## src/rtl/usb_rx_pkg.sv

```systemverilog
// Shared types and constants for the USB receive unstuff/deserialise path.
package usb_rx_pkg;

    typedef enum logic [1:0] {
        HUNT = 2'd0,
        RECV = 2'd1,
        ERR  = 2'd2
    } rx_state_e;

    localparam logic [7:0] SYNC_PAT_DEFAULT = 8'h80;
    localparam int         USB_MAX_ONES     = 6;

endpackage

```

## src/rtl/usb_bit_unstuffer.sv

```systemverilog
// Tracks the run of consecutive 1s and classifies each incoming bit as
// data, a stuffed 0 to drop, or a stuff error.
module usb_bit_unstuffer
    import usb_rx_pkg::*;
#(
    parameter int MAX_ONES = USB_MAX_ONES
) (
    input  logic clk,
    input  logic rst,
    input  logic bit_i,
    input  logic valid_i,
    input  logic load_i,
    input  logic clear_i,
    output logic data_bit_o,
    output logic data_valid_o,
    output logic stuff_err_o
);

    localparam int ONES_W = $clog2(MAX_ONES + 1);

    logic [ONES_W-1:0] ones_cnt_q;
    logic [ONES_W-1:0] ones_cnt_d;

    assign data_bit_o = bit_i;

    always_comb begin
        ones_cnt_d   = ones_cnt_q;
        data_valid_o = 1'b0;
        stuff_err_o  = 1'b0;
        if (clear_i) begin
            ones_cnt_d = '0;
        end else if (load_i) begin
            // The SYNC pattern ends in a 1, which starts the run.
            ones_cnt_d = ONES_W'(1);
        end else if (valid_i) begin
            if (ones_cnt_q == ONES_W'(MAX_ONES)) begin
                stuff_err_o = bit_i;
                ones_cnt_d  = '0;
            end else begin
                data_valid_o = 1'b1;
                ones_cnt_d   = bit_i ? ones_cnt_q + 1'b1 : '0;
            end
        end
    end

    always_ff @(posedge clk or posedge rst) begin
        if (rst) begin
            ones_cnt_q <= '0;
        end else begin
            ones_cnt_q <= ones_cnt_d;
        end
    end

endmodule

```

## src/rtl/usb_rx_unstuff_deser.sv

```systemverilog
// USB receive SYNC hunt, bit unstuffing and LSB-first byte deserialiser.
// Define USB_RX_STATS_EN to add saturating packet/error counter outputs.
module usb_rx_unstuff_deser
    import usb_rx_pkg::*;
#(
    parameter int         MAX_ONES = USB_MAX_ONES,
    parameter logic [7:0] SYNC_PAT = SYNC_PAT_DEFAULT
) (
    input  logic       clk,
    input  logic       rst,
    input  logic       bit_in,
    input  logic       bit_valid,
    input  logic       eop,
    output logic [7:0] byte_out,
    output logic       byte_valid,
    output logic       rx_active,
    output logic       pkt_end,
    output logic       byte_err,
    output logic       stuff_err
`ifdef USB_RX_STATS_EN
    ,
    output logic [15:0] pkt_count,
    output logic [15:0] err_count
`endif
);

    rx_state_e   state_q, state_d;
    logic [7:0]  sync_sr_q, sync_sr_d;
    logic [7:0]  shift_q, shift_d;
    logic [2:0]  bit_cnt_q, bit_cnt_d;
    logic [7:0]  byte_out_q, byte_out_d;
    logic        byte_valid_q, byte_valid_d;
    logic        pkt_end_q, pkt_end_d;
    logic        byte_err_q, byte_err_d;
    logic        stuff_err_q, stuff_err_d;

    logic [7:0]  sr_next;
    logic        uns_valid, uns_load;
    logic        uns_bit, uns_data_valid, uns_err;

    // eop always wins over a coincident bit, so the bit never reaches the unstuffer.
    assign sr_next   = {bit_in, sync_sr_q[7:1]};
    assign uns_valid = (state_q == RECV) && bit_valid && !eop;
    assign uns_load  = (state_q == HUNT) && bit_valid && !eop && (sr_next == SYNC_PAT);

    usb_bit_unstuffer #(
        .MAX_ONES (MAX_ONES)
    ) u_unstuffer (
        .clk          (clk),
        .rst          (rst),
        .bit_i        (bit_in),
        .valid_i      (uns_valid),
        .load_i       (uns_load),
        .clear_i      (eop),
        .data_bit_o   (uns_bit),
        .data_valid_o (uns_data_valid),
        .stuff_err_o  (uns_err)
    );

    always_comb begin
        state_d      = state_q;
        sync_sr_d    = sync_sr_q;
        shift_d      = shift_q;
        bit_cnt_d    = bit_cnt_q;
        byte_out_d   = byte_out_q;
        byte_valid_d = 1'b0;
        pkt_end_d    = 1'b0;
        byte_err_d   = 1'b0;
        stuff_err_d  = 1'b0;
        case (state_q)
            HUNT: begin
                if (eop) begin
                    sync_sr_d = '0;
                end else if (bit_valid) begin
                    sync_sr_d = sr_next;
                    if (uns_load) begin
                        state_d   = RECV;
                        bit_cnt_d = '0;
                    end
                end
            end
            RECV: begin
                if (eop) begin
                    pkt_end_d  = 1'b1;
                    byte_err_d = (bit_cnt_q != 3'd0);
                    state_d    = HUNT;
                    sync_sr_d  = '0;
                    bit_cnt_d  = '0;
                end else if (uns_err) begin
                    stuff_err_d = 1'b1;
                    state_d     = ERR;
                    bit_cnt_d   = '0;
                end else if (uns_data_valid) begin
                    shift_d   = {uns_bit, shift_q[7:1]};
                    bit_cnt_d = bit_cnt_q + 3'd1;
                    if (bit_cnt_q == 3'd7) begin
                        byte_out_d   = shift_d;
                        byte_valid_d = 1'b1;
                    end
                end
            end
            ERR: begin
                if (eop) begin
                    state_d   = HUNT;
                    sync_sr_d = '0;
                    bit_cnt_d = '0;
                end
            end
            default: begin
                state_d = HUNT;
            end
        endcase
    end

    always_ff @(posedge clk or posedge rst) begin
        if (rst) begin
            state_q      <= HUNT;
            sync_sr_q    <= 8'h00;
            shift_q      <= 8'h00;
            bit_cnt_q    <= 3'd0;
            byte_out_q   <= 8'h00;
            byte_valid_q <= 1'b0;
            pkt_end_q    <= 1'b0;
            byte_err_q   <= 1'b0;
            stuff_err_q  <= 1'b0;
        end else begin
            state_q      <= state_d;
            sync_sr_q    <= sync_sr_d;
            shift_q      <= shift_d;
            bit_cnt_q    <= bit_cnt_d;
            byte_out_q   <= byte_out_d;
            byte_valid_q <= byte_valid_d;
            pkt_end_q    <= pkt_end_d;
            byte_err_q   <= byte_err_d;
            stuff_err_q  <= stuff_err_d;
        end
    end

    assign byte_out   = byte_out_q;
    assign byte_valid = byte_valid_q;
    assign rx_active  = (state_q == RECV);
    assign pkt_end    = pkt_end_q;
    assign byte_err   = byte_err_q;
    assign stuff_err  = stuff_err_q;

`ifdef USB_RX_STATS_EN
    logic [15:0] pkt_count_q;
    logic [15:0] err_count_q;

    always_ff @(posedge clk or posedge rst) begin
        if (rst) begin
            pkt_count_q <= 16'h0000;
            err_count_q <= 16'h0000;
        end else begin
            if (pkt_end_d && (pkt_count_q != 16'hFFFF)) begin
                pkt_count_q <= pkt_count_q + 16'd1;
            end
            if ((stuff_err_d || (pkt_end_d && byte_err_d)) && (err_count_q != 16'hFFFF)) begin
                err_count_q <= err_count_q + 16'd1;
            end
        end
    end

    assign pkt_count = pkt_count_q;
    assign err_count = err_count_q;
`endif

endmodule

```

## config.mk

```make
export PLATFORM = sky130hd
export DESIGN_NAME = usb_rx_unstuff_deser
export DESIGN_NICKNAME = d
export VERILOG_FILES = /design/src/rtl/usb_rx_pkg.sv /design/src/rtl/usb_bit_unstuffer.sv /design/src/rtl/usb_rx_unstuff_deser.sv
export SDC_FILE = /design/constraint.sdc
export NUM_CORES = 1
export LEC_CHECK = 0
export CORE_UTILIZATION = 59
export DETAILED_ROUTE_END_ITERATION = 12
export HOLD_SLACK_MARGIN = 0.15
export MAX_ROUTING_LAYER = met4
export PLACE_DENSITY = 0.83
export REMOVE_ABC_BUFFERS = 1
export SETUP_SLACK_MARGIN = 0.02
export SYNTH_ARGS = -nofsm -noshare
export SYNTH_HDL_FRONTEND = slang
export SYNTH_SLANG_ARGS = --single-unit
```

## constraint.sdc

```tcl
create_clock -name clk -period 3.6 [get_ports clk]
set_clock_uncertainty 0.1 [all_clocks]
set_input_delay 0.9 -clock clk [delete_from_list [all_inputs] [get_ports clk]]
set_output_delay 0.9 -clock clk [all_outputs]
set_load 0.05 [all_outputs]
```

# Word level (Yosys, flattened, before mapping)
# Cells that the tools add are included.
totals:
  register_bits: 36
  input_bits: 5
  out_inout_bits: 13
  wordCells: 88
op_classes:
  n_addsub: 2
  eq_ne: 13
  mux: 44
  bitwise_logic: 2
  reduce_logical: 17
ops:
  columns: ["op", "count"]
  rows:
  - ["3-bit 2-to-1 mux", 12]
  - ["8-bit 2-to-1 mux", 3]
  - ["1-bit 2-to-1 mux", 20]
  - ["8-bit case mux with 2 select lines", 1]
  - ["2-bit 2-to-1 mux", 6]
  - ["5-bit AND reduction", 2]
  - ["3-bit case mux with 3 select lines", 1]
  - ["3-bit nonzero test", 3]
  - ["8-bit == test (second input constant)", 1]
  - ["3-bit by 1-bit adder with 3-bit output (second input constant)", 2]
  - ["3-bit == test (second input constant)", 2]
  - ["2-bit != test (second input constant)", 3]
  - ["2-bit case mux with 3 select lines", 1]
  - ["6-bit AND reduction", 1]
  - ["1-bit logical AND", 5]
  - ["2-bit by 1-bit != test with 1-bit output (second input constant)", 2]
  - ["4-bit by 2-bit != test with 1-bit output (second input constant)", 1]
  - ["4-bit AND reduction", 1]
  - ["3-bit by 2-bit != test with 1-bit output (second input constant)", 1]
  - ["3-bit != test (second input constant)", 1]
  - ["3-bit AND reduction", 1]
  - ["2-bit by 1-bit == test with 1-bit output (second input constant)", 1]
  - ["2-bit == test (second input constant)", 1]
  - ["2-bit zero test", 1]
  - ["other kinds (4)", 5]

# Longest topological paths before layout
# Gate-level depths: netlist of the first run.
logic_depth:
  depth_word: 10
  ltp_mapped: 7
  depth_no_buf: 7

# Cells and area by module
# From an unflattened synthesis of the first run, not the netlist that was laid out.
hier_totals:
  cells_unflattened: 140
  area_unflattened_um2: 1734.2
by_module_without_submodules:
  columns: ["mod", "n_inst", "cells_per_inst", "area_per_inst_um2", "seq_area_each_um2"]
  rows:
  - ["usb_rx_unstuff_deser", 1, 116, 1517.7, 775.7]
  - ["usb_bit_unstuffer", 1, 24, 216.5, 75.1]

# Least setup slack after synthesis of the first run
# No wires, ideal clock.
synth_timing:
  path_type: "register -> register"
  startpoint: "reg state_q[1]"
  endpoint: "reg byte_out_q[7] (netlist: byte_out[7])"
  setup_ps: 125
  t_arrival_ps: 2067
  required_ps: 3375
  slack_ps: 1308
  stages_incl_launch_ff: 8
  path_buffers: 1
  period_less_slack_ps: 2292
  path_cell_list: "dfrtp_1 > inv_1 > ha_1 > nor2b_1 > buf_4 > nand4_1 > nor2_2 > mux2_2"
synth_via:
  elab_chain_len: 8
  elab_cells_between_ends: 15
  classes_between: "1 x eq/ne; 6 x mux; 1 x bitwise; 7 x reduce/logical"
synth_rtl:
  columns: ["element", "line_no", "source"]
  rows:
  - ["from (decl)", "usb_rx_unstuff_deser.sv:27", "rx_state_e state_q, state_d;"]
  - ["from (signal assigned)", "usb_rx_unstuff_deser.sv:127", "state_q <= state_d;"]
  - ["2-bit by 1-bit == test with 1-bit output *", null, null]
  - ["net rx_active", "usb_rx_unstuff_deser.sv:16", "output logic rx_active,"]
  - ["1-bit logical AND (2 in series)", "usb_rx_unstuff_deser.sv:43", "assign uns_valid = (state_q == RECV) && bit_valid && !eop;"]
  - ["1-bit 2-to-1 mux", "usb_bit_unstuffer.sv:35", "end else if (valid_i) begin"]
  - ["1-bit 2-to-1 mux", "usb_bit_unstuffer.sv:32", "end else if (load_i) begin"]
  - ["1-bit 2-to-1 mux", "usb_bit_unstuffer.sv:30", "if (clear_i) begin"]
  - ["1-bit inverter (no source line)", null, null]
  - ["5-bit AND reduction (no source line) *", null, null]
  - ["to (signal assigned)", "usb_rx_unstuff_deser.sv:131", "byte_out_q <= byte_out_d;"]
  - ["to (decl)", "usb_rx_unstuff_deser.sv:31", "logic [7:0] byte_out_q, byte_out_d;"]
# The timed path passes the listed nets; every way through them passes the cells marked *.
# A chain may end at the register's enable or synchronous reset.

# Worst setup path after layout of the first run
layout_timing:
  startpoint: "reg state_q[1]"
  endpoint: "out rx_active"
layout_via:
  elab_chain_len: 1
layout_rtl:
  columns: ["element", "line_no", "source"]
  rows:
  - ["2-bit by 1-bit == test with 1-bit output", "usb_rx_unstuff_deser.sv:141", "assign rx_active = (state_q == RECV);"]
  - ["to (decl)", "usb_rx_unstuff_deser.sv:16", null]
# Every way passes these cells.

==> flow_summary.toml, run 1 <==
[logic_synthesis]
yosys.area.top_type = "dfrtp_1"
synth_ff_type = "dfrtp_1"
synth_area_leaders = "dfrtp_1 (51%), mux2_2 (11%), ha_1 (7.5%), mux2i_1 (4.2%), inv_1 (3.4%)"
async_flop_share_pct = 100
synth.most_common_cell = "dfrtp_1"
avgSynthCellArea_um2 = 12.0
yosysSeqAreaShare_pct = 51.2
ys_ff_latch = 34
yosysWarningCount = 0
synth_top_area_share_pct = 51.2
syn_inst = 139
synth_edf_count = 0
synthTopCellsByCount = "dfrtp_1 (34), mux2_2 (16), inv_1 (15)"
synth.cell_area_um2 = 1660
ys_types = 33

[global_routing]
grt_pass1_wl_um = 5060
first_global_vias = 1098
overflow = 0
grt_antenna_before_repair = 0
grt_use_total_pct = 26.1
grt_max_degree = 35

[setup_path]
rr_startpoint = "state_q[1]"
critPathBufInv = 2
path_max_fanout = 5
cp.required_ps = 2600
worstPathCellList = "inv_1 > ha_1 > clkdlybuf4s50_1"
crit_path_max_incr_delay_ps = 820
rrSetupSlack_ps = 1160
crit_start = "state_q[1]"
crit_type = "register to output port"
startpoint_type = "register"
endpoint_kind = "output port"
cp_top_family = "buffers and inverters"
crit_slowest_cell = "clkdlybuf4s50_1"
critPathArrivalTime_ps = 1950
r2r-end = "byte_out[2]"
reg2regPathDepth = 6

[clocking]
cts_hold_buf = 0
cts-root-buf = "clkbuf_4"
clock_latency_ps = 340
clkSinkCount = 34
cts_tree = "done"
cts_setup_buffers = 0
path_clk_slew_ps = 100
clk_path_buf_depth = 2
numCtsBuffers = 5
ctsResizeCount = 0
ctsHtreeMaxLevel = 2

[worst_hold_path]
min_path_type = "register to register"
min_to = "byte_out[0]"
hold_depth = 1
min_from = "shift_q[1]"

[route]
vias_per_cell = 5.70
routed_wl_um = 3040
drc = 0
drtIter0Drc = 40
ant_nets = 0
num_vias = 1095
drt-wirelength-per-cell_um = 15.8
dr.pass1.iters = 4

[floorplan]
die_x_um = 55.1
num_io_pins = 18
fp.dieArea_um2 = 3030
rows = 18
coreArea_um2 = 2570
die_h_um = 55.1
initial_core_util_pct = 64.7

[sta]
drv_slew = 0
fin_setup_tns_ps = 0
finalCritPeriodShare_pct = 82.1
finalSetupViolCount = 0
period_needed_ps = 2950
rsz0062_at_grt = "no"
clock.fmax_ghz = 0.339
slew_headroom_pct = 63.9
hold_viol_final = 0
worst_pin_slew_ps = 540

[final_layout]
syn_to_final_growth_pct = 16.7
final_cells = 192
final_core_util_pct = 75.5
num_antenna_cells = 0
nFillCells = 180
final_nets = 177
drive_gt1_share_pct = 21.6

[run]
max_cap_violations = 0

[placed_design]
portBuffers = 17
globalplace.congestion = 0.888
place_inst = 185
hpwlAfterDp_um = 2100

[power_and_ir_drop]
power_density_nw_per_um2 = 567
ir_drop_v = 0.000583
p_total_mw = 1.10
p_leak_nw = 0.955

[run_status]
status = "finished clean"
## sequential cells by signal, indices dropped and copies added, names as in the netlist
name	cells
shift_q	7
state_q	2
sync_sr_q	7
u_unstuffer.ones_cnt_q	3
byte_err	1
pkt_end	1
bit_cnt_q	3
byte_valid	1
byte_out	8
stuff_err	1
## how the worst max path moves through the flow
stage / endpoint / depth (start not counted) / slack (ps)
after global routing: rx_active / 3 / 590
after floorplan: byte_out[7] / 6 / 1140
after detailed placement: byte_out[2] / 5 / 510
after global placement: byte_out[4] / 5 / 600
final: rx_active / 3 / 650
after CTS: rx_active / 3 / 640
## stage by stage
stage	hold WS, ps	cell area [um^2]	setup WS, ps
detailed placement	398	1860	514
global placement	385	1860	599
floorplan	374	1640	1140
global route	445	1940	592
finish	416	1940	646
CTS	422	1940	644
## cell families (layout without fill, tap and decap cells)
family	after synthesis	in the layout	synth area share (%)
adders and majority gates	10	10	7.53
and+or+nand+nor	38	38	14.8
DFF	34	34	51.2
buffers and inverters	19	42	4.97
AOI/OAI and AO/OA	14	14	5.72
muxes	24	24	15.7
## cells in the final DEF (no fill, tap or decap), types with 2 or more instances in the layout
cell type	n
nor3_1	7
inv_1	15
dfrtp_1	34
nor2_2	2
a21oi_1	4
nor2_1	5
o21ai_0	2
mux2i_1	7
mux2_2	16
clkbuf_4	5
nand2_1	12
ha_1	10
o211ai_1	2
a22o_1	2
clkdlybuf4s50_1	17
inv_2	2
## area by class of cell
| type | count | area [um^2] | area share, % |
|---|---|---|---|
| Clock buffer | 6 | 51.3 | 2.65 |
| Clock inverter | 1 | 30.0 | 1.55 |
| Inverter | 17 | 63.8 | 3.29 |
| Multi-Input combinational cell | 86 | 728 | 37.5 |
| Sequential cell | 34 | 851 | 43.9 |
| Tap cell | 30 | 37.5 | 1.94 |
| Timing Repair Buffer | 18 | 178 | 9.16 |
## per-layer routing
layer	up-vias	global-route usage, %	part of all wire [%]	wire length [um]
met5	-	-	0	0
met4	0	12.5	1.6	50
met3	7	8.74	5.9	180
met2	42	40.2	50	1520
met1	529	30.8	42	1290
li1	517	-	-	-
## power breakdown
| part | internal [mW] | total, mW | switching, mW | leakage (nW) |
|---|---|---|---|---|
| clock network | 0.162 | 0.289 | 0.127 | 0.0443 |
| logic | 0.146 | 0.321 | 0.175 | 0.452 |
| registers | 0.445 | 0.490 | 0.0449 | 0.459 |
| total | 0.752 | 1.10 | 0.347 | 0.955 |
Power figures use the tool's default switching activity.
==> run 2: changes to the inputs <==
- CORE_UTILIZATION: 59 -> 55
- PLACE_DENSITY: 0.83 -> 0.78
- clock period: 3.6 -> 3.1 ns (I/O delays scaled with it)
==> flow_summary.toml, run 2 (synthesized netlist as in run 1, its figures left out) <==
[run_status]
status = "complete, but fails checks"
violations = "DRC"

[global_routing]
grt_pass1_wl_um = 4910
first_global_vias = 1129
grt_antenna_before_repair = 0
grt_max_degree = 35
grt_use_total_pct = 20.8
overflow = 0

[clocking]
numCtsBuffers = 5
clkSinkCount = 34
cts_setup_buffers = 0
ctsHtreeMaxLevel = 2
cts-root-buf = "clkbuf_4"
cts_hold_buf = 0
cts_tree = "done"
clock_latency_ps = 320
ctsResizeCount = 0
path_clk_slew_ps = 100
clk_path_buf_depth = 2

[route]
drtIter0Drc = 45
num_vias = 1107
routed_wl_um = 2870
ant_nets = 0
drt-wirelength-per-cell_um = 14.6
vias_per_cell = 5.62
dr.pass1.iters = 8
drc = 3

[sta]
finalCritPeriodShare_pct = 91.3
drv_slew = 0
rsz0062_at_grt = "no"
finalWorstSetupSlack_ps = 271
period_needed_ps = 2830
hold_viol_final = 0
clock.fmax_ghz = 0.353
timing.hold.ws_ps = 413
slew_headroom_pct = 64.5
finalSetupViolCount = 0
fin_setup_tns_ps = 0
worst_pin_slew_ps = 531

[placed_design]
portBuffers = 17
place_inst = 189
globalplace.congestion = 0.830
placed_cell_area_um2 = 1880
post-place-ws_ps = 242
hpwlAfterDp_um = 2150

[floorplan]
die_h_um = 57.0
coreArea_um2 = 2810
initial_core_util_pct = 59.2
die_x_um = 57.0
num_io_pins = 18
fp.dieArea_um2 = 3250
rows = 19

[setup_path]
cp.required_ps = 2220
crit_type = "register to output port"
path_max_fanout = 5
startpoint_type = "register"
critPathArrivalTime_ps = 1950
endpoint_kind = "output port"

[final_layout]
final_common_cell = "dfrtp_1"
drive_gt1_share_pct = 22.9
syn_to_final_growth_pct = 16.9
num_antenna_cells = 0
final_cells = 197
final_cell_mix = "dfrtp_1 (34), clkdlybuf4s50_1 (17), mux2_2 (16)"
final_nets = 180
largest_reg_flops = 8
fin_area_um2 = 1940

[power_and_ir_drop]
power_density_nw_per_um2 = 615
ir_drop_v = 0.000387
swShare_pct = 33.2
power.switching_uw = 396
intPower_uw = 798
clkPwrFrac_pct = 20.9
seqPwrFrac_pct = 47.5
pwr-share-comb_pct = 31.6
p_leak_nw = 0.960

[worst_hold_path]
min_path_type = "register to register"

[run]
max_cap_violations = 0
run 2: final timing paths:
kind                              from      endpoint  slack (ps)  depth (start not counted)
setup / recovery            state_q[1]     rx_active         270                          3
setup reg to reg            state_q[1]   byte_out[0]         630                          6
min in group asynchronous          rst  sync_sr_q[3]         720                          3
hold reg to reg            byte_out[3]   byte_out[3]         410                          1
max in group asynchronous          rst  bit_cnt_q[2]        1890                          3
hold / removal             byte_out[3]   byte_out[3]         410                          1
run 2: critical path, stage by stage (launching register included):
cell,delay (ps)
dfrtp_1,440
inv_1,120
ha_1,240
clkdlybuf4s50_1,830
run 2: power groups by stage:
stage               logic (mW)  clock network (mW)  registers (mW)
finish                   0.377               0.250           0.568
floorplan                0.272                   0           0.584
global placement         0.363                   0           0.572
detailed placement       0.377                   0           0.577
CTS                      0.379               0.257           0.568
global route             0.409               0.274           0.580
run 2: layout make-up:
| type | instances | area (um^2) |
|---|---|---|
| fill | 210 | 863 |
| sequential | 34 | 851 |
| clock inverter | 1 | 5.00 |
| tap | 31 | 38.8 |
| inverter | 17 | 63.8 |
| multi-input combinational | 86 | 728 |
| clock buffer | 7 | 55.1 |
| timing repair buffer | 21 | 200 |
run 2: metrics by stage:
stage                     utilization [%]  total power, mW
after floorplan                         -            0.856
after global routing                 69.2             1.26
after CTS                            69.2             1.20
final                                69.2             1.19
after detailed placement             67.1            0.954
after global placement               67.1            0.935
run 2: routing by layer:
| layer | GRT usage [%] | up-vias | part of all wire (%) |
|---|---|---|---|
| met3 | 4.99 | 5 | 4.1 |
| li1 | - | 527 | - |
| met4 | 9.76 | 0 | 1.5 |
| met5 | - | - | 0 |
| met2 | 33.6 | 32 | 51 |
| met1 | 24.8 | 543 | 44 |
